[config.mk]
export PLATFORM = sky130hd
export DESIGN_NAME = ifetch_buffer_flat
export DESIGN_NICKNAME = d
export VERILOG_FILES = /design/src/rtl/ifetch_buffer_if.sv /design/src/rtl/ifetch_buffer.sv /design/src/flat_wrapper.sv
export SDC_FILE = /design/constraint.sdc
export NUM_CORES = 1
export LEC_CHECK = 0
export CAP_MARGIN = 20
export CORE_MARGIN = 3
export CORE_UTILIZATION = 40
export CTS_BUF_LIST = sky130_fd_sc_hd__clkbuf_8
export CTS_CLUSTER_SIZE = 28
export DETAILED_ROUTE_END_ITERATION = 12
export SETUP_SLACK_MARGIN = 0.5
export SKIP_CTS_REPAIR_TIMING = 1
export SLEW_MARGIN = 25
export SYNTH_ARGS = -nofsm -noshare
export SYNTH_HDL_FRONTEND = slang
export SYNTH_SLANG_ARGS = --single-unit
[constraint.sdc]
create_clock -name i_clk -period 3.1 [get_ports i_clk]
set_clock_uncertainty 0.05 [all_clocks]
set_input_delay 0.31 -clock i_clk [delete_from_list [all_inputs] [get_ports i_clk]]
set_output_delay 0.31 -clock i_clk [all_outputs]
set_load 0.02 [all_outputs]
[src/rtl/ifetch_buffer_if.sv]
// Fetch-side bundle for the instruction fetch buffer: memory request/response,
// EXE redirect, and the decoupled instruction stream toward ID.
interface ifetch_buffer_if;
  logic        req_valid;
  logic [31:0] req_addr;
  logic        req_ready;
  logic        rsp_valid;
  logic [31:0] rsp_data;
  logic        redirect;
  logic [31:0] redirect_pc;
  logic        out_valid;
  logic [31:0] out_pc;
  logic [31:0] out_instr;
  logic        out_ready;
  logic        err_unexpected;

  modport slave (
    output req_valid, req_addr,
    input  req_ready,
    input  rsp_valid, rsp_data,
    input  redirect, redirect_pc,
    output out_valid, out_pc, out_instr,
    input  out_ready,
    output err_unexpected
  );

  modport master (
    input  req_valid, req_addr,
    output req_ready,
    output rsp_valid, rsp_data,
    output redirect, redirect_pc,
    input  out_valid, out_pc, out_instr,
    output out_ready,
    input  err_unexpected
  );
endinterface

[src/rtl/ifetch_buffer.sv]
// Instruction fetch buffer: issues credit-limited fetches, queues returned words
// with their PCs, and flushes on redirect while discarding stale in-flight responses.
module ifetch_buffer #(
  parameter int          DEPTH    = 4,
  parameter logic [31:0] RESET_PC = 32'h0000_0000
) (
  input  logic             i_clk,
  input  logic             i_rst,
  ifetch_buffer_if.slave   bus
);
  localparam int          AW         = $clog2(DEPTH);
  localparam int          CW         = $clog2(DEPTH) + 1;
  localparam logic [CW:0] DEPTH_W    = (CW+1)'(DEPTH);
  localparam logic [31:0] RESET_PC_A = RESET_PC & 32'hFFFF_FFFC;
  localparam logic [31:0] NOP        = 32'h0000_0013;

  logic [31:0]   r_fetch_pc;
  logic [31:0]   r_rsp_pc;
  logic [31:0]   r_pc_mem    [DEPTH];
  logic [31:0]   r_instr_mem [DEPTH];
  logic [AW-1:0] r_wr_ptr;
  logic [AW-1:0] r_rd_ptr;
  logic [CW-1:0] r_count;
  logic [CW-1:0] r_outstanding;
  logic [CW-1:0] r_drop_cnt;
  logic          r_err;

  logic [CW:0]   w_credit;
  logic          w_req_valid;
  logic          w_req_fire;
  logic          w_rsp_ok;
  logic          w_drop;
  logic          w_push;
  logic          w_pop;
  logic          w_head_valid;
  logic [31:0]   w_redirect_pc;

  // Handshake qualification; in-flight words still owed to the FIFO count against credit.
  always_comb begin
    w_credit      = {1'b0, r_count} + {1'b0, r_outstanding - r_drop_cnt};
    w_req_valid   = !i_rst && !bus.redirect && (w_credit < DEPTH_W);
    w_req_fire    = w_req_valid && bus.req_ready;
    w_rsp_ok      = bus.rsp_valid && (r_outstanding != '0);
    w_drop        = w_rsp_ok && (r_drop_cnt != '0);
    w_push        = w_rsp_ok && (r_drop_cnt == '0) && !bus.redirect;
    w_head_valid  = (r_count != '0);
    w_pop         = w_head_valid && bus.out_ready && !bus.redirect;
    w_redirect_pc = bus.redirect_pc & 32'hFFFF_FFFC;
  end

  assign bus.req_valid      = w_req_valid;
  assign bus.req_addr       = r_fetch_pc;
  assign bus.out_valid      = w_head_valid;
  assign bus.out_pc         = w_head_valid ? r_pc_mem[r_rd_ptr]    : 32'h0000_0000;
  assign bus.out_instr      = w_head_valid ? r_instr_mem[r_rd_ptr] : NOP;
  assign bus.err_unexpected = r_err;

  // Entry storage; contents are only observed through count, so no reset is needed.
  always_ff @(posedge i_clk) begin
    if (w_push) begin
      r_pc_mem[r_wr_ptr]    <= r_rsp_pc;
      r_instr_mem[r_wr_ptr] <= bus.rsp_data;
    end
  end

  // Control state: PCs, pointers, occupancy and in-flight bookkeeping.
  always_ff @(posedge i_clk) begin
    if (i_rst) begin
      r_fetch_pc    <= RESET_PC_A;
      r_rsp_pc      <= RESET_PC_A;
      r_wr_ptr      <= '0;
      r_rd_ptr      <= '0;
      r_count       <= '0;
      r_outstanding <= '0;
      r_drop_cnt    <= '0;
      r_err         <= 1'b0;
    end else begin
      if (bus.rsp_valid && (r_outstanding == '0)) begin
        r_err <= 1'b1;
      end
      if (bus.redirect) begin
        // Every word still in flight now belongs to the abandoned path.
        r_fetch_pc    <= w_redirect_pc;
        r_rsp_pc      <= w_redirect_pc;
        r_wr_ptr      <= '0;
        r_rd_ptr      <= '0;
        r_count       <= '0;
        r_outstanding <= r_outstanding - CW'(w_rsp_ok);
        r_drop_cnt    <= r_outstanding - CW'(w_rsp_ok);
      end else begin
        if (w_req_fire) begin
          r_fetch_pc <= r_fetch_pc + 32'd4;
        end
        if (w_drop) begin
          r_drop_cnt <= r_drop_cnt - CW'(1);
        end
        if (w_push) begin
          r_wr_ptr <= r_wr_ptr + AW'(1);
          r_rsp_pc <= r_rsp_pc + 32'd4;
        end
        if (w_pop) begin
          r_rd_ptr <= r_rd_ptr + AW'(1);
        end
        r_outstanding <= r_outstanding + CW'(w_req_fire) - CW'(w_rsp_ok);
        r_count       <= r_count + CW'(w_push) - CW'(w_pop);
      end
    end
  end
endmodule

[src/flat_wrapper.sv]
// flat-port wrapper written by rule: the top's interface ports become plain ports
module ifetch_buffer_flat 
#(
  parameter int          DEPTH    = 4,
  parameter logic [31:0] RESET_PC = 32'h0000_0000
)
  (i_clk, i_rst, bus_req_valid, bus_req_addr, bus_req_ready, bus_rsp_valid, bus_rsp_data, bus_redirect, bus_redirect_pc, bus_out_valid, bus_out_pc, bus_out_instr, bus_out_ready, bus_err_unexpected);
  ifetch_buffer_if bus_i ();
  input  logic i_clk;
  input  logic i_rst;
  output wire logic [$bits(bus_i.req_valid)-1:0] bus_req_valid;
  output wire logic [$bits(bus_i.req_addr)-1:0] bus_req_addr;
  input wire logic [$bits(bus_i.req_ready)-1:0] bus_req_ready;
  input wire logic [$bits(bus_i.rsp_valid)-1:0] bus_rsp_valid;
  input wire logic [$bits(bus_i.rsp_data)-1:0] bus_rsp_data;
  input wire logic [$bits(bus_i.redirect)-1:0] bus_redirect;
  input wire logic [$bits(bus_i.redirect_pc)-1:0] bus_redirect_pc;
  output wire logic [$bits(bus_i.out_valid)-1:0] bus_out_valid;
  output wire logic [$bits(bus_i.out_pc)-1:0] bus_out_pc;
  output wire logic [$bits(bus_i.out_instr)-1:0] bus_out_instr;
  input wire logic [$bits(bus_i.out_ready)-1:0] bus_out_ready;
  output wire logic [$bits(bus_i.err_unexpected)-1:0] bus_err_unexpected;
  assign bus_req_valid = bus_i.req_valid;
  assign bus_req_addr = bus_i.req_addr;
  assign bus_i.req_ready = bus_req_ready;
  assign bus_i.rsp_valid = bus_rsp_valid;
  assign bus_i.rsp_data = bus_rsp_data;
  assign bus_i.redirect = bus_redirect;
  assign bus_i.redirect_pc = bus_redirect_pc;
  assign bus_out_valid = bus_i.out_valid;
  assign bus_out_pc = bus_i.out_pc;
  assign bus_out_instr = bus_i.out_instr;
  assign bus_i.out_ready = bus_out_ready;
  assign bus_err_unexpected = bus_i.err_unexpected;
  ifetch_buffer #(.DEPTH(DEPTH), .RESET_PC(RESET_PC)) u_core (.i_clk(i_clk), .i_rst(i_rst), .bus(bus_i));
endmodule
==> flow_summary.toml <==
[timing]
finalSetupViolCount = 0
relSlewSlack_pct = 51.42
maxSlewViolCount = 0
post-route-period-util_pct = 96.70
grt_setup_unrepaired = "yes"
max_freq_ghz = 0.3336
layout_min_cycle_time_ps = 2998
fin_setup_tns_ps = 0
final.setup.worst_slack_ps = 102.2
finalHoldViolations = 0
worst_pin_slew_ps = 728.8

[pwr]
leakage_nw = 6.369
ir_drop_mv = 0.3289
cellPowerDensity_mw_per_mm2 = 581.2

[clock_tree]
root_buffer = "clkbuf_8"
cts.sinks = 324
cts_buffer_depth = 3
numCtsBuffers = 54
htreeDepth = 2
clkTransAtPathRegs_ps = 60
cts_tree = "built"
clk_latency_ps = 570

[critical_path]
cp-end-kind = "primary output"
critPathMaxStageDelay_ps = 350
cp_slowest_cell = "dfxtp_4"
crit_buf_inv = 3
critPathKind = "reg -> out"
cp_top_family = "adder cells"
crit_arrival_ps = 2640
critPathMaxFanout = 3
crit_required_ps = 2740
crit_chain = "inv_4 > ha_4 > inv_2 > fa_2 > xor2_1 > xnor2_1 > ha_1 > nor3_2 > nand2_1 > nor2_2 > buf_6"
crit_path_start_kind = "flop"

[yosys]
synth_edf_count = 248
ys_warn_count = 0
ys_seq_elements = 324
yosysSeqAreaShare_pct = 65.83
yosysUniqueCellTypes = 58
syn_inst = 928
netlist_area_mm2 = 0.01362
syn_avg_cell_area_um2 = 14.68
ys_top_cells_by_area = "edfxtp_1 (55%), dfxtp_1 (11%), mux4_2 (10%), nor2b_1 (2.7%), xnor2_1 (1.6%)"
synth-async-reset-ratio_pct = 0
synthFlopType = "edfxtp_1"
yosysTopAreaCell = "edfxtp_1"
synth_top_area_share_pct = 54.67

[drt]
antenna_left = 0
routed-via-count = 8515
finalWirelength_mm = 31.40
wire_per_inst_um = 19.24
vias_per_cell = 5.218
route.detailed.drc = 0
drtIter0Drc = 552
drt-pass1-iter-count = 7

[placed_design]
pre_cts_ws_ps = 131.8
place.gp.congestion = 0.7939
io_buffers = 162
hpwl_mm = 19.45

[global_route]
grt_max_degree = 64
antenna_found_initial = 0
grtUsageMet1_pct = 23.84
grt_pass1_wl_mm = 47.97
met3_usage_pct = 3.235
overflow = 0
gr-usage-met2_pct = 26.97
grt_pass1_vias = 8354
busiest_layer = "met2"
gr-usage-all-layers_pct = 16.77

[floorplan]
dieWidth_um = 190.5
die-area_mm2 = 0.03631
io_pins = 169
coreArea_mm2 = 0.03303
die_h_um = 190.5
fp-row-count = 66
initial_utilization_pct = 41.24

[cells_and_area]
multi_input_comb_area_mm2 = 0.004619
register_area_mm2 = 0.008985
layout.nets = 1234
n_antenna_cell = 0
fill_cells = 2747
synthToLayoutAreaGrowth_pct = 29.45
drive_gt1_share_pct = 23.45

[run]
cap_violations = 0

[outcome]
status = "finished clean"

[min_path]
hp-class = "in -> reg"
-- placed cells by master (no fill, tap or decap), types with 14 or more instances in the layout --
master,synthesis,final
dlymetal6s2s_1,0,32
buf_6,1,24
nand3_1,26,24
mux4_2,62,62
nor2_1,54,52
a31oi_1,16,15
edfxtp_1,248,248
nand4_1,21,21
a21oi_1,24,22
clkdlybuf4s50_1,0,98
nor2b_1,59,48
xnor2_1,25,25
clkbuf_2,0,15
nand2_1,52,51
dfxtp_1,76,69
or3_1,14,14
clkinv_1,0,15
xor2_1,16,16
clkbuf_8,0,64
a211oi_1,17,17
inv_1,28,34
ha_1,17,14
buf_4,5,16
-- final timing paths --
| kind | from | end | slack [ps] | depth (start not counted) |
|---|---|---|---|---|
| min reg2reg | u_core.bus.req_addr[10]$_SDFFE_PP0P_ | u_core.bus.req_addr[10]$_SDFFE_PP0P_ | 470 | 2 |
| max | u_core.r_outstanding[0]$_SDFF_PP0_ | bus_req_valid | 100 | 11 |
| min | i_rst | u_core.r_count[1]$_SDFF_PP0_ | 110 | 3 |
| max reg2reg | u_core.r_outstanding[0]$_SDFF_PP0_ | u_core.bus.req_addr[18]$_SDFFE_PP0P_ | 130 | 13 |
-- worst reg2reg max path: stages, from the launching register on --
cell	delay (ps)
dfxtp_4	350
inv_4	60
ha_4	120
inv_2	30
fa_2	320
xor2_1	170
xnor2_1	180
ha_1	250
nor3_2	210
buf_4	140
nand4_1	110
or2_4	290
or4_4	440
a31oi_4	180
-- synthesized netlist by cell type (2+ instances only) --
cell type / number
a311oi_1: 5
and3_1: 8
and4_1: 2
edfxtp_1: 248
or3_1: 14
xnor2_1: 25
nand2_1: 52
o31a_1: 2
mux2i_1: 4
nand4_1: 21
a32oi_1: 3
o311ai_0: 2
a211o_1: 2
nand3b_1: 3
xor2_1: 16
nor2_1: 54
or2_2: 5
fa_1: 3
nand3_1: 26
a21boi_1: 4
or2_1: 2
a21boi_0: 6
nor3_1: 9
mux4_2: 62
a31oi_1: 16
dfxtp_1: 76
inv_1: 28
o21bai_1: 3
ha_1: 17
clkbuf_1: 35
a21oi_1: 24
and2_1: 9
a211oi_1: 17
o21ai_0: 14
o311ai_1: 2
o211ai_1: 5
buf_1: 7
nor2b_1: 59
or4_1: 4
nor4_1: 12
buf_4: 5
-- metal layers --
layer  wire [um]  vias to the layer above
li1            -                     3990
met1       14220                     4224
met2       14860                      258
met3        1842                       43
met4         479                        0
met5           0                        -
-- cell families (layout without fill, tap and decap cells) --
group                      Yosys count  count (layout)  share of synthesized area, %
adders and majority gates           20              20                         2.002
xor gates and xnor gates            41              41                         2.636
AOI/OAI and AO/OA                  108             108                         5.263
DFF                                324             324                         65.83
buffers and inverters               78             337                         2.351
and+or+nand+nor                    289             289                         11.26
muxes                               67              67                         10.63
other                                1               4                       0.02753
-- registers in the layout, summed over array words and instances (netlist names), named ones only --
name,count
u_core.r_rsp_pc,30
u_core.r_rd_ptr,2
u_core.bus.req_addr,30
u_core.r_drop_cnt,3
u_core.r_pc_mem,120
u_core.r_wr_ptr,2
u_core.r_instr_mem,128
u_core.r_outstanding,3
u_core.r_count,3
u_core.bus.err_unexpected,1
-- final cells by class --
class	instances	area share [%]
well taps	442	3.136
flip-flops and latches	324	50.95
clock inverters	38	1.391
clock buffers	64	4.995
inverters	29	0.6315
repair buffers	206	12.70
multi-input cells	529	26.20
-- power breakdown --
group	switching (mW)	leakage [nW]	internal, mW	total, mW
clock network	1.69	0.614	2.14	3.83
registers	0.167	2.88	4.89	5.05
logic	0.705	2.87	0.663	1.37
-- stage by stage --
step / utilization [%] / hold slack, ps / power (mW) / cell area, um2 / instances
finish: 53.39 / 111.5 / 10.25 / 17630 / 1632
global route: 53.39 / 134.5 / 10.73 / 17630 / 1632
CTS: 51.73 / 97.51 / 10.27 / 17090 / 1613
detailed placement: 48.32 / 470.9 / 6.412 / 15960 / 1511
global placement: 48.32 / 459.8 / 6.405 / 15960 / 1511
floorplan: - / 358.9 / 5.885 / 13690 / 931
No activity file was read; power rests on OpenSTA's default activity.
==> edit 1: new RTL, same settings <==
`DEPTH` is set to 4 in 2 places; all go to 2.
--- a/src/rtl/ifetch_buffer.sv
+++ b/src/rtl/ifetch_buffer.sv
@@ -3,3 +3,3 @@
 module ifetch_buffer #(
-  parameter int          DEPTH    = 4,
+  parameter int          DEPTH    = 2,
   parameter logic [31:0] RESET_PC = 32'h0000_0000
--- a/src/flat_wrapper.sv
+++ b/src/flat_wrapper.sv
@@ -3,3 +3,3 @@
 #(
-  parameter int          DEPTH    = 4,
+  parameter int          DEPTH    = 2,
   parameter logic [31:0] RESET_PC = 32'h0000_0000
Function: changed (a bounded check fails within 4 cycles, from zero or initial values and one cycle with i_rst high).
==> edit 1 against the unedited design <==
- setup slack improved by 0.17 ns
- routed wire length fell by 27%
- clock power fell by 60%
- sequential cell count fell by 130
- register-to-register slack improved by 0.14 ns
- critical endpoint is now u_core.bus.req_addr[27]$_SDFFE_PP0P_
- design area fell by 34%
- total power fell by 48%
- synthesized area fell by 35%
- largest power group unchanged
==> edit 1: results (changes against the unedited design) <==
worst-margin pin slew = 0.817 ns (was 0.729 ns)
initial antenna violation count = 0 (unchanged)
status = finished, final reports clean (unchanged)
critical path arrival = 3.15 ns (was 2.64 ns)
asr flop ratio synth = 0 (unchanged)
sequential area share after synthesis = 0.580 (was 0.658)
clock tree buffer depth = 2 (was 3)
synth warn = 0 (unchanged)
RePlAce Congestion = 0.872 (was 0.794)
largest net degree at the start of global routing = 70 (was 64)
Root Driver = clkbuf_8 (unchanged)
antenna fix cells = 0 (unchanged)
cts bufs inserted = 17 (was 54)
overall global routing resource usage = 0.184 (was 0.168)
Largest regs = u_core.r_instr_mem x64, u_core.r_pc_mem x60 (was u_core.r_instr_mem x128, u_core.r_pc_mem x120)
Lkg Pwr = 3.77 nW (was 6.37 nW)
DR pass1 iterations = 5 (was 7)
dpl hpwl = 15600 um (was 19400 um)
vias in the first global route = 6307 (was 8354)
layout cells sized above 1 = 0.125 (was 0.234)
vias per cell = 5.54 (was 5.22)
PortBufs = 162 (unchanged)
H-tree levels = 4 (was 2)
first-pass GRT wire length = 35200 um (was 48000 um)
number of enable flip-flop cells after synthesis = 124 (was 248)
crit-path max FO = 4 (was 3)
fillcell total = 1854 (was 2747)
iteration-0 DRC count of the detailed router = 524 (was 552)
fin nets = 1037 (was 1234)
clk slew on worst S/H paths = 0.11 ns (was 0.06 ns)
Synth area leaders = edfxtp_1 42%, dfxtp_1 16%, mux2i_1 7.0% (was edfxtp_1 55%, dfxtp_1 11%, mux4_2 10%)
Worst Hold Class = input port to flop (unchanged)
Post-synth top flop = edfxtp_1 (unchanged)
Commonest cells post-synth = 124 x edfxtp_1, 84 x nor2_1, 70 x dfxtp_1, 62 x mux2i_1, 48 x nand2_1 (was 248 x edfxtp_1, 76 x dfxtp_1, 62 x mux4_2, 59 x nor2b_1, 54 x nor2_1)
IR drop worst, VDD = 0.233 mV (was 0.329 mV)
clock network latency to the later pin of the worst-skew pair = 0.46 ns (was 0.57 ns)
Routed Wire Length = 23000 um (was 31400 um)
dpl cell area = 10900 um2 (was 16000 um2)
synth unique cells = 68 (was 58)
-- edit 1: cell types whose count changed in the layout (fill, tap and decap cells not counted), sizes merged, moves of 30 or more --
cell           before  now
edfxtp            248  124
clkbuf             82   18
clkdlybuf4s50      98  160
mux4               62    0
mux2i               4   62
nor2b              59    2
dlymetal6s2s       32    1
nor2               54   84
-- edit 1: layer usage --
layer	up-vias	track usage	routed length [um]	part of all wire
met3	25	0.0395	1440	0.063
li1	3323	-	-	-
met1	3295	0.274	11000	0.48
met5	-	0	0	0
met2	255	0.273	10200	0.44
met4	0	0.0488	311	0.014
-- edit 1: final timing paths --
kind / from / endpoint / slack, ns / depth (start not counted)
worst max-delay path: u_core.r_outstanding[0]$_SDFF_PP0_ / u_core.bus.req_addr[27]$_SDFFE_PP0P_ / 0.27 / 10
worst min-delay path: bus_redirect / u_core.bus.req_addr[22]$_SDFFE_PP0P_ / 0.24 / 3
worst max register to register: u_core.r_outstanding[0]$_SDFF_PP0_ / u_core.bus.req_addr[27]$_SDFFE_PP0P_ / 0.27 / 10
worst min register to register: u_core.bus.err_unexpected$_SDFFE_PP0P_ / u_core.bus.err_unexpected$_SDFFE_PP0P_ / 0.42 / 2
-- edit 1: power by group --
group	leakage (nW)	switching, mW	internal, mW
Sequential	1.71	0.123	2.86
Combinational	1.88	0.417	0.423
Clock	0.182	0.911	0.643
Total	3.77	1.45	3.93
-- edit 1: cells by family after synthesis --
logic type | Yosys count | share of synthesized area
AND/OR/NAND/NOR | 285 | 0.168
flip-flops | 194 | 0.580
AO/OA/AOI/OAI | 138 | 0.113
buffers and inverters | 69 | 0.0317
multiplexers | 63 | 0.0716
XOR/XNOR | 21 | 0.0208
adder cells (fa/ha/maj) | 9 | 0.0136
other | 1 | 0.000425
-- edit 1: area by class of cell --
type | count | share of cell area
clock buffer | 17 | 0.0201
clock inverter | 15 | 0.0116
inverter | 18 | 0.00602
multi-input combinational | 520 | 0.314
sequential | 194 | 0.441
tap | 275 | 0.0295
timing repair buffer | 207 | 0.178
-- edit 1: worst max-delay path, cell delays in order (launching register included) --
cell and delay [ns]:
dfxtp_4 0.38, inv_4 0.04, ha_4 0.16, xnor2_4 0.14, xnor2_2 0.15, fa_2 0.58, buf_6 0.11, nand3_4 0.09
or4_4 0.51, o31a_1 0.26, a211o_1 0.28
-- edit 1: through the flow --
step           worst slack, ns  instances  utilization  hold slack (ns)  power, mW
6_report                 0.268       1246        0.545            0.237       5.38
5_1_grt                  0.204       1246        0.545            0.213       5.61
4_1_cts                -0.0424       1225        0.527            0.205       5.26
3_5_place_dp             0.183       1193        0.510            0.406       3.71
3_3_place_gp             0.207       1193        0.510            0.404       3.71
2_1_floorplan            0.278        783            -            0.359       3.41
==> edit 2: new RTL, config.mk and constraints unchanged <==
Made on the original files. Make the reset (`i_rst`) asynchronous in one clocked block.
--- a/src/rtl/ifetch_buffer.sv
+++ b/src/rtl/ifetch_buffer.sv
@@ -66,3 +66,3 @@
   // Control state: PCs, pointers, occupancy and in-flight bookkeeping.
-  always_ff @(posedge i_clk) begin
+  always_ff @(posedge i_clk or posedge i_rst) begin
     if (i_rst) begin
Formal check against the unedited RTL: differs if i_rst is asserted again (counterexample within 4 cycles, from zero or initial values and one cycle with i_rst high); with i_rst held inactive, the same outputs for 4 cycles.
==> edit 2 against the unedited design <==
- the flow now finishes with violations (setup timing)
- design area increased by 1.4%
- via count increased by 6.2%
- non-clock buffer count increased by 12
- count of clock-buffer cells in the layout decreased by 9
- setup slack got worse by 0.10 ns
- cell count increased by 1.5%
- maximum frequency decreased by 3.3%
- sequential cell count decreased by 2
- synthesized area increased by 3.7%
- routed wire length increased by 7.0%
- synthesized cell count increased by 1.5%
- critical path type unchanged
- critical endpoint unchanged
Power is not compared: it rests on default switching activity, and its combinational part moved more than twofold at a synthesized area within 25%.
==> edit 2: results (changes against the unedited design) <==
FF-to-FF setup slack = 0.04 ns (was 0.13 ns)
routed len/inst = 20.3 um (was 19.2 um)
setup TNS = -0.00147 ns (was 0 ns)
Synth Area in Compound Gates = 0.0494 (was 0.0526)
RePlAce Congestion = 0.823 (was 0.794)
DR pass1 iterations = 5 (was 7)
sequential area share after synthesis = 0.658 (about the same)
critical path arrival = 2.74 ns (was 2.64 ns)
cts bufs inserted = 52 (was 54)
CP peak stage delay = 0.38 ns (was 0.35 ns)
R2R depth = 12 (was 13)
Worst setup startpoint = u_core.r_outstanding[0]$_DFF_PP0_ (was u_core.r_outstanding[0]$_SDFF_PP0_)
Final WS setup = -0.00147 ns (was 0.102 ns)
RR Endpoint = u_core.bus.req_addr[20]$_DFFE_PP0P_ (was u_core.bus.req_addr[18]$_SDFFE_PP0P_)
first-pass GRT wire length = 52100 um (was 48000 um)
iteration-0 DRC count of the detailed router = 492 (was 552)
Synth area leaders = edfxtp_1 53%, dfrtp_1 13%, mux4_2 9.9% (was edfxtp_1 55%, dfxtp_1 11%, mux4_2 10%)
xor and xnor fraction of the mapped netlist area = 0.0118 (was 0.0264)
met1 wire length = 15100 um (was 14200 um)
pre-CTS setup slack = -0.104 ns (was 0.132 ns)
fin nets = 1253 (was 1234)
Commonest cells post-synth = 248 x edfxtp_1, 74 x dfrtp_1, 70 x and2_1, 62 x mux4_2, 52 x nand2_1 (was 248 x edfxtp_1, 76 x dfxtp_1, 62 x mux4_2, 59 x nor2b_1, 54 x nor2_1)
Final setup viols = 1 (was 0)
failing checks = setup timing
slowest library cell on the worst path = dfrtp_1 (was dfxtp_4)
synthesized area per cell = 15.0 um2 (was 14.7 um2)
Worst Hold Class = input port to async pin (was input port to flop)
Slew Limit Headroom = 0.423 (was 0.514)
Cell Count Post-Placement = 1553 (was 1511)
mux share of post-synthesis cell area = 0.104 (was 0.106)
vias in the first global route = 9247 (was 8354)
dpl cell area = 16600 um2 (was 16000 um2)
layout cells sized above 1 = 0.203 (was 0.234)
Post-Synth Adder-Cell Area = 0.0193 (was 0.0200)
status = finished with violations (was finished, final reports clean)
vias per cell = 5.46 (was 5.22)
worst hold slack = 0.0880 ns (was 0.111 ns)
==> edit 2: cell count changes in the layout (fill, tap and decap cells not counted), moves of 18 or more <==
cell / delta
and2_1: +61
buf_4: +19
clkdlybuf4s50_1: +54
dfrtp_1: +72
dfxtp_1: -69
dlymetal6s2s_1: -29
nor2b_1: -44
or4_1: +19
xnor2_1: -18
==> edit 2: layout make-up <==
type / instances / area [um2] / share of cell area
clock buffers: 55 / 757 / 0.0423
clock inverters: 37 / 178 / 0.00993
inverters: 31 / 116 / 0.00650
multi-input cells: 538 / 4680 / 0.261
flip-flops and latches: 322 / 9300 / 0.520
well taps: 455 / 569 / 0.0318
repair buffers: 218 / 2290 / 0.128
==> edit 2: per-layer routing <==
metal,GRT usage,vias to the layer above
met2,0.271,322
li1,-,4123
met5,0,-
met4,0.0553,0
met1,0.250,4535
met3,0.0302,64
==> edit 2: report_power, final <==
part	switching [mW]	internal, mW	total, mW
clock network	1.60	1.71	3.32
registers	0.343	4.97	5.31
logic	2.53	2.49	5.02
total	4.47	9.17	13.6
